[src/rtl/imm_generator_pkg.sv]
// Shared RV32I opcode encodings and widths for the decode-stage immediate generator.
package imm_generator_pkg;

    localparam int unsigned OPCODE_WIDTH = 7;
    localparam int unsigned INST_WIDTH   = 32;
    localparam int unsigned IMM_WIDTH    = 32;

    typedef enum logic [OPCODE_WIDTH-1:0] {
        R_type       = 7'b0110011,
        I_type_load  = 7'b0000011,
        I_type_arth  = 7'b0010011,
        S_type       = 7'b0100011,
        SB_type      = 7'b1100011,
        JALR         = 7'b1100111,
        U_type_lui   = 7'b0110111,
        U_type_auipc = 7'b0010111,
        UJ_type      = 7'b1101111
    } opcode_e;

endpackage

[src/rtl/imm_generator_extract.sv]
// Combinational opcode-to-immediate mux; pure bit wiring with sign extension from inst[31].
// Define IMM_GEN_UJ_EN to decode LUI/AUIPC/JAL/JALR; otherwise they yield 0.
module imm_extract
    import imm_generator_pkg::*;
(
    input  logic [INST_WIDTH-1:0] inst,
    output logic [IMM_WIDTH-1:0]  imm_c
);

    logic [OPCODE_WIDTH-1:0] opcode;
    logic                    sign;

    assign opcode = inst[OPCODE_WIDTH-1:0];
    assign sign   = inst[31];

    always_comb begin
        imm_c = '0;
        case (opcode)
            I_type_load,
            I_type_arth: imm_c = {{20{sign}}, inst[31:20]};
            S_type:      imm_c = {{20{sign}}, inst[31:25], inst[11:7]};
            SB_type:     imm_c = {{19{sign}}, inst[31], inst[7], inst[30:25], inst[11:8], 1'b0};
`ifdef IMM_GEN_UJ_EN
            JALR:         imm_c = {{20{sign}}, inst[31:20]};
            U_type_lui,
            U_type_auipc: imm_c = {inst[31:12], 12'b0};
            UJ_type:      imm_c = {{11{sign}}, inst[31], inst[19:12], inst[20], inst[30:21], 1'b0};
`endif
            default:     imm_c = '0;
        endcase
    end

`ifndef IMM_GEN_UJ_EN
    // inst[19:12] only feeds the U/UJ formats, which are compiled out here.
    logic unused_u_bits;
    assign unused_u_bits = ^inst[19:12];
`endif

endmodule

[src/rtl/imm_generator.sv]
// Decode-stage immediate generator: combinational extract plus one output register.
// Optional U/UJ/JALR decode is enabled by defining IMM_GEN_UJ_EN.
module imm_generator
    import imm_generator_pkg::*;
(
    input  logic                  clk,
    input  logic                  rst_n,
    input  logic [INST_WIDTH-1:0] Instruction_code,
    output logic [IMM_WIDTH-1:0]  generated_immediate
);

    logic [IMM_WIDTH-1:0] imm_c;

    imm_extract u_extract (
        .inst  (Instruction_code),
        .imm_c (imm_c)
    );

    // Single pipeline stage aligning the immediate with the other decode outputs.
    always_ff @(posedge clk or negedge rst_n) begin
        if (!rst_n) begin
            generated_immediate <= '0;
        end else begin
            generated_immediate <= imm_c;
        end
    end

endmodule

[config.mk]
export PLATFORM = sky130hd
export DESIGN_NAME = imm_generator
export DESIGN_NICKNAME = d
export VERILOG_FILES = /design/src/rtl/imm_generator_pkg.sv /design/src/rtl/imm_generator_extract.sv /design/src/rtl/imm_generator.sv
export SDC_FILE = /design/constraint.sdc
export NUM_CORES = 1
export LEC_CHECK = 0
export BUFFER_PORTS_ARGS = -buffer_cell sky130_fd_sc_hd__buf_2
export CORE_UTILIZATION = 45
export CTS_BUF_LIST = sky130_fd_sc_hd__clkbuf_4 sky130_fd_sc_hd__clkbuf_8
export DETAILED_ROUTE_END_ITERATION = 6
export PLACE_DENSITY = 0.81
export SLEW_MARGIN = 20
export SYNTH_ARGS = -nofsm -noshare
export SYNTH_HDL_FRONTEND = slang
export SYNTH_HIERARCHICAL = 1
export SYNTH_SLANG_ARGS = --single-unit
[constraint.sdc]
create_clock -name clk -period 0.8 [get_ports clk]
set_clock_uncertainty 0.05 [all_clocks]
set_input_delay 0.04 -clock clk [delete_from_list [all_inputs] [get_ports clk]]
set_output_delay 0.04 -clock clk [all_outputs]
set_load 0.005 [all_outputs]
==> out/qor.csv, run 1 <==
stage,metric,value,unit
status,status,"finished, violations left",
status,violations,"negative hold slack, negative setup slack",
cts,clockRootBuffer,clkbuf_4,
cts,cts-htree-levels,2,
sta,hold_slack,-0.0260,ns
floorplanning,die_h,52.8,um
sta,fin_setup_tns,-2.60,ns
worst_setup_path,cp.required,0.71,ns
sta,setup_violations,32,
global_routing,grt_pass1_wl,3260,um
cts,cts.sinks,32,
sta,slew_headroom,0.803,
yosys,ys_warn_count,6,
detailed_routing,drt_iter0_drc,5,
worst_setup_path,max_stage_delay,0.38,ns
worst_setup_path,crit_buf_inv,1,
cells_and_area,fin_nets,181,
sta,setup_slack,-0.104,ns
floorplanning,coreArea,0.00245,sq mm
sta,drv_slew,0,
worst_setup_path,critPathMaxFanout,1,
sta,fmax,1110,MHz
detailed_routing,drt-total-wl,2110,um
worst_setup_path,path_delay_family,flip-flops,
worst_setup_path,crit_path_cell_trace,buf_2,
cells_and_area,syn_to_final_growth,44.3,%
cells_and_area,fillers,166,
worst_setup_path,end_kind,output pin,
cells_and_area,multiInputGateArea,249,sq um
job,maxCapViolations,0,
detailed_routing,first_pass_iters,3,
floorplanning,io_pins,66,
placement,dp_slack,-0.275,ns
sta,rsz0062_at_grt,true,
worst_setup_path,critPathKind,reg2out,
pwr,finalPower,2.88,mW
sta,period_share,1.13,
pwr,peakVddDrop,0.00121,V
cells_and_area,reg_top3,generated_immediate: 32 flops,
yosys,synth_cells,80,
global_routing,antenna_found_initial,0,
pwr,powerDensity,1720,mW/mm^2
detailed_routing,drc,0,
pwr,p_leak,0.926,nW
min_path,hp-class,in2reg,
cts,numCtsBuffers,5,
worst_setup_path,cp_num_cells,1,
yosys,syn-num-nets,114,
cells_and_area,seq_area,801,sq um
cts,postCtsHoldBufs,13,
cts,clkTransAtPathRegs,0.09,ns
min_path,hold_path.startpoint,Instruction_code[7],
detailed_routing,drtAntennaViolNets,0,
yosys,seq_area_frac_synth,0.690,
cells_and_area,largest_register_ffs,32,
worst_setup_path,critPathLaunch,generated_immediate[1],
global_routing,grt_pass1_vias,785,
global_routing,grt_remaining_overflow,0,
cells_and_area,top_register,generated_immediate,
cts,postCtsSetupBuffers,0,
detailed_routing,wl_per_cell,11.9,um
detailed_routing,num_vias,800,
cells_and_area,diodes,0,
sta,period_minus_slack,0.904,ns
floorplanning,fp.dieW,52.8,um
yosys,syn_area,0.00116,sq mm
floorplanning,start_util,0.473,
worst_setup_path,crit_path_top_delay_cell,dfrtp_1,
cts,cts_tree,built,
global_routing,grtUsageTotal,0.174,
global_routing,grt_max_degree,22,
yosys,syn-mean-instance-area,14.5,sq um
floorplanning,num_rows,18,
worst_setup_path,endpoint,generated_immediate[1],
sta,hold_violations,2,
worst_setup_path,cp-start-kind,flip-flop,
cts,clockBufferDepth,2,
worst_setup_path,cp.arrival,0.81,ns
sta,worstMarginPinSlew,0.296,ns
yosys,ys_types,15,
cells_and_area,drive_above_1_share,0.571,
yosys,synth-seq-cells,32,
floorplanning,dieArea,0.00279,sq mm
placement,place_hpwl,1450,um
placement,place.port_buffers,57,
detailed_routing,viasPerCell,4.52,
placement,gp_congestion,0.710,
==> synthesized netlist by cell type, drive strengths merged <==
| library cell | instances | area [sq um] |
|---|---|---|
| a211oi | 1 | 7.51 |
| a21oi | 4 | 20.0 |
| a221oi | 1 | 8.76 |
| buf | 21 | 159 |
| dfrtp | 32 | 801 |
| mux2 | 1 | 11.3 |
| nand2b | 2 | 12.5 |
| nand3 | 1 | 5.00 |
| nand3b | 5 | 37.5 |
| nand4bb | 1 | 11.3 |
| nor3b | 7 | 52.6 |
| or3b | 4 | 35.0 |
==> power breakdown <==
part           switching (mW)  leakage [nW]  internal, mW  total, mW
clock                   0.459        0.0374         0.498      0.957
combinational           0.116         0.443         0.168      0.284
sequential            0.00392         0.445          1.63       1.64
total                   0.579         0.926          2.30       2.88
==> layout make-up <==
cell class                 count  share of cell area
sequential                    32               0.478
timing repair buffer          81               0.312
multi-input combinational     27               0.149
clock buffer                   7              0.0388
tap                           30              0.0224
==> layer usage <==
metal / vias up / share of wire / global-route usage
met3: 2 / 0.099 / 0.0899
met5: - / 0 / 0
met4: 0 / 0.011 / 0.0789
met1: 364 / 0.38 / 0.171
li1: 385 / - / -
met2: 49 / 0.51 / 0.300
==> kinds of logic (layout without fill, tap and decap cells) <==
kind of cell           after synthesis  count (layout)  share of synthesized area
DFF                                 32              32                      0.690
buffers and inverters               21              88                      0.137
muxes                                1               1                    0.00970
AOI/OAI and AO/OA                    6               6                     0.0313
and+or+nand+nor                     20              20                      0.133
==> cell usage in the layout, fill, tap and decap left out <==
cell           netlist  final
buf_4               19      9
nand3b_1             5      5
dlygate4sd3_1        0     13
a211oi_2             0      1
nand3_1              1      1
nor3b_4              0      1
buf_2                1     57
nand2b_1             2      2
clkbuf_4             0      5
nand4bb_4            0      1
mux2_2               1      1
a221oi_1             1      1
dfrtp_1             32     32
clkbuf_8             0      2
or3b_1               2      2
nor3b_1              7      3
or3b_2               2      2
buf_12               0      2
a21oi_1              4      4
nor3b_2              0      3
==> worst min-delay path by stage <==
stage	cells after the start	endpoint	slack (ns)
floorplan	0	generated_immediate[0]	-0.31
global placement	1	generated_immediate[30]	-0.12
detailed placement	1	generated_immediate[30]	-0.11
CTS	3	generated_immediate[0]	-0.06
global route	3	generated_immediate[0]	-0.02
finish	3	generated_immediate[0]	-0.03
==> through the flow <==
step | utilization | area [sq um] | instances
detailed placement | 0.595 | 1460 | 157
finish | 0.682 | 1680 | 177
floorplan | - | 1190 | 80
global route | 0.682 | 1680 | 177
global placement | 0.595 | 1460 | 157
CTS | 0.674 | 1660 | 177
==> repair_timing <==
item / CTS / global route
endpoints found under the hold margin: 44 / 2
endpoints found under the setup margin: 32 / 35
resized for setup: 0 / 4
(Power assumes the default switching activity.)
==> inputs of run 2 (changes only) <==
--- a/config.mk
+++ b/config.mk
@@ -9,6 +9,7 @@
 export CORE_UTILIZATION = 45
 export CTS_BUF_LIST = sky130_fd_sc_hd__clkbuf_4 sky130_fd_sc_hd__clkbuf_8
 export DETAILED_ROUTE_END_ITERATION = 6
+export HOLD_SLACK_MARGIN = 0.02
 export PLACE_DENSITY = 0.81
 export SLEW_MARGIN = 20
 export SYNTH_ARGS = -nofsm -noshare
==> run 2 against run 1 <==
  * The run still ends with negative hold slack, negative setup slack left
  * Die area stayed put
  * Clock-buffer cell count unchanged
  * Core utilization shrank 0.61 points
  * Worst hold slack got worse by 0.0013 ns
  * Power shrank 0.47%
  * Final cell count down 0.56%
==> out/qor.csv, run 2 (synthesis gave the netlist of run 1 again) <==
stage,metric,value,unit,change
status,status,"finished, violations left",,
status,violations,"negative hold slack, negative setup slack",,
placement,dp.cells,157,,unchanged
detailed_routing,drt_iter0_drc,3,,-2
floorplanning,coreArea,0.00245,sq mm,unchanged
cells_and_area,layout_common_cells,"buf_2 (57), dfrtp_1 (32), dlygate4sd3_1 (12), buf_4 (9)",,
worst_setup_path,cp.required,0.71,ns,about the same
cts,postCtsHoldBufs,12,,-1
detailed_routing,met3_length,207,um,-0.96%
detailed_routing,drt-met1-wl,768,um,-3.2%
sta,hold_violations,3,,+1
cells_and_area,final_area,0.00166,sq mm,-0.90%
sta,setup_slack,-0.104,ns,+0.000198 ns
min_path,hold_end,generated_immediate[0],,
detailed_routing,highest_layer,met4,,
global_routing,grt_pass1_vias,774,,-1.4%
cts,clockRootBuffer,clkbuf_4,,
cells_and_area,layout_commonest_cell,buf_2,,
worst_setup_path,crit_buf_inv,1,,unchanged
detailed_routing,first_pass_iters,4,,+1
worst_setup_path,cp-start-kind,flip-flop,,
global_routing,grt_pass1_wl,3150,um,-3.4%
sta,worstMarginPinSlew,0.296,ns,+0.000148 ns
cts,numCtsBuffers,5,,unchanged
floorplanning,start_util,0.473,,unchanged
global_routing,grt_max_degree,22,,unchanged
pwr,powerDensity,1720,mW/mm^2,+0.43%
detailed_routing,num_vias,796,,-0.50%
floorplanning,fp.dieW,52.8,um,unchanged
cells_and_area,drive_above_1_share,0.568,,-0.00294
cells_and_area,fin_nets,180,,-0.55%
worst_setup_path,max_stage_delay,0.38,ns,about the same
cts,postCtsSetupBuffers,0,,unchanged
detailed_routing,drc,0,,unchanged
detailed_routing,drtAntennaViolNets,0,,unchanged
worst_setup_path,crit_path_top_delay_cell,dfrtp_1,,
sta,period_minus_slack,0.904,ns,-0.000198 ns
sta,fin_setup_tns,-2.56,ns,+0.0351 ns
cells_and_area,diodes,0,,unchanged
global_routing,antenna_found_initial,0,,unchanged
sta,slew_headroom,0.802,,about the same
cells_and_area,syn_to_final_growth,43.0,%,
placement,gp_congestion,0.710,,unchanged
cts,cts-htree-levels,2,,unchanged
sta,rsz0062_at_grt,true,,
floorplanning,num_rows,18,,unchanged
sta,setup_violations,32,,unchanged
global_routing,grt_remaining_overflow,0,,unchanged
cells_and_area,finalNonFillerCells,176,,-0.56%
detailed_routing,drt-total-wl,2010,um,-4.7%
min_path,hold_path.startpoint,Instruction_code[7],,
pwr,peakVddDrop,0.00120,V,-0.54%
cells_and_area,top_register,generated_immediate,,
detailed_routing,wl_met2,1010,um,-6.8%
sta,hold_slack,-0.0273,ns,-0.00129 ns
sta,period_share,1.13,,about the same
sta,drv_slew,0,,unchanged
cts,clockBufferDepth,2,,unchanged
cells_and_area,reg_top3,generated_immediate: 32 flops,,
placement,dpl_cell_area,0.00146,sq mm,unchanged
floorplanning,io_pins,66,,unchanged
worst_setup_path,critPathMaxFanout,1,,unchanged
pwr,finalPower,2.86,mW,-0.47%
job,maxCapViolations,0,,unchanged
cells_and_area,largest_register_ffs,32,,unchanged
worst_setup_path,end_kind,output pin,,
placement,place_hpwl,1450,um,unchanged
detailed_routing,viasPerCell,4.52,,about the same
detailed_routing,wl_per_cell,11.4,um,-4.2%
worst_setup_path,path_delay_family,flip-flops,,
floorplanning,die_h,52.8,um,unchanged
worst_setup_path,cp.arrival,0.81,ns,about the same
sta,fmax,1110,MHz,about the same
min_path,hp-class,in2reg,,
floorplanning,dieArea,0.00279,sq mm,unchanged
worst_setup_path,critPathKind,reg2out,,
pwr,p_leak,0.920,nW,-0.59%
cts,cts.sinks,32,,unchanged
cts,clkTransAtPathRegs,0.09,ns,about the same
placement,dp_slack,-0.275,ns,unchanged
cts,cts_tree,built,,
min_path,holdPathStages,3,,unchanged
global_routing,grtUsageTotal,0.167,,-0.00679
worst_setup_path,crit_path_cell_trace,buf_2,,
placement,place.port_buffers,57,,unchanged
-- run 2: cell types whose count changed in the layout (fill, tap and decap cells not counted) --
cell and delta:
nor3b_1 +1, dlygate4sd3_1 -1, nor3b_2 -1
-- run 2: power breakdown --
group | switching, mW | total, mW | internal [mW]
combinational | 0.111 | 0.276 | 0.164
clock | 0.454 | 0.952 | 0.498
sequential | 0.00391 | 1.64 | 1.63
-- run 2: per-layer routing --
metal | vias to the layer above | global-route usage
met5 | - | 0
met4 | 0 | 0.0833
met3 | 2 | 0.0870
met2 | 51 | 0.281
met1 | 360 | 0.167
li1 | 383 | -
-- run 2: layout make-up --
class | count | area, sq um
clock buffer | 7 | 65.1
fill | 168 | 795
multi-input combinational | 27 | 244
sequential | 32 | 801
tap | 30 | 37.5
timing repair buffer | 80 | 513
-- run 2: what timing repair did --
action                     in CTS  in global routing
hold endpoints to repair       44                  6
gates resized for setup         0                  3
setup endpoints to repair      32                 34
-- run 2: worst min-delay path, delay by kind of cell --
kind                   cells  cell delay, ns
buffers and inverters      1            0.10
AO/OA/AOI/OAI              1            0.07
AND/OR/NAND/NOR            1            0.09
-- run 2: how the worst max path moves through the flow --
stage	from	to	slack (ns)	cells after the start
floorplan	Instruction_code[2]	generated_immediate[13]	-0.43	4
global placement	Instruction_code[5]	generated_immediate[14]	-0.24	4
detailed placement	Instruction_code[5]	generated_immediate[10]	-0.28	4
CTS	generated_immediate[1]	generated_immediate[1]	-0.12	1
global route	generated_immediate[10]	generated_immediate[10]	-0.16	1
finish	generated_immediate[1]	generated_immediate[1]	-0.10	1
-- run 2: stage by stage --
stage / util / hold WS (ns)
final: 0.676 / -0.0273
after global routing: 0.676 / -0.0294
after CTS: 0.670 / -0.0559
after detailed placement: 0.595 / -0.111
after global placement: 0.595 / -0.123
after floorplan: - / -0.306
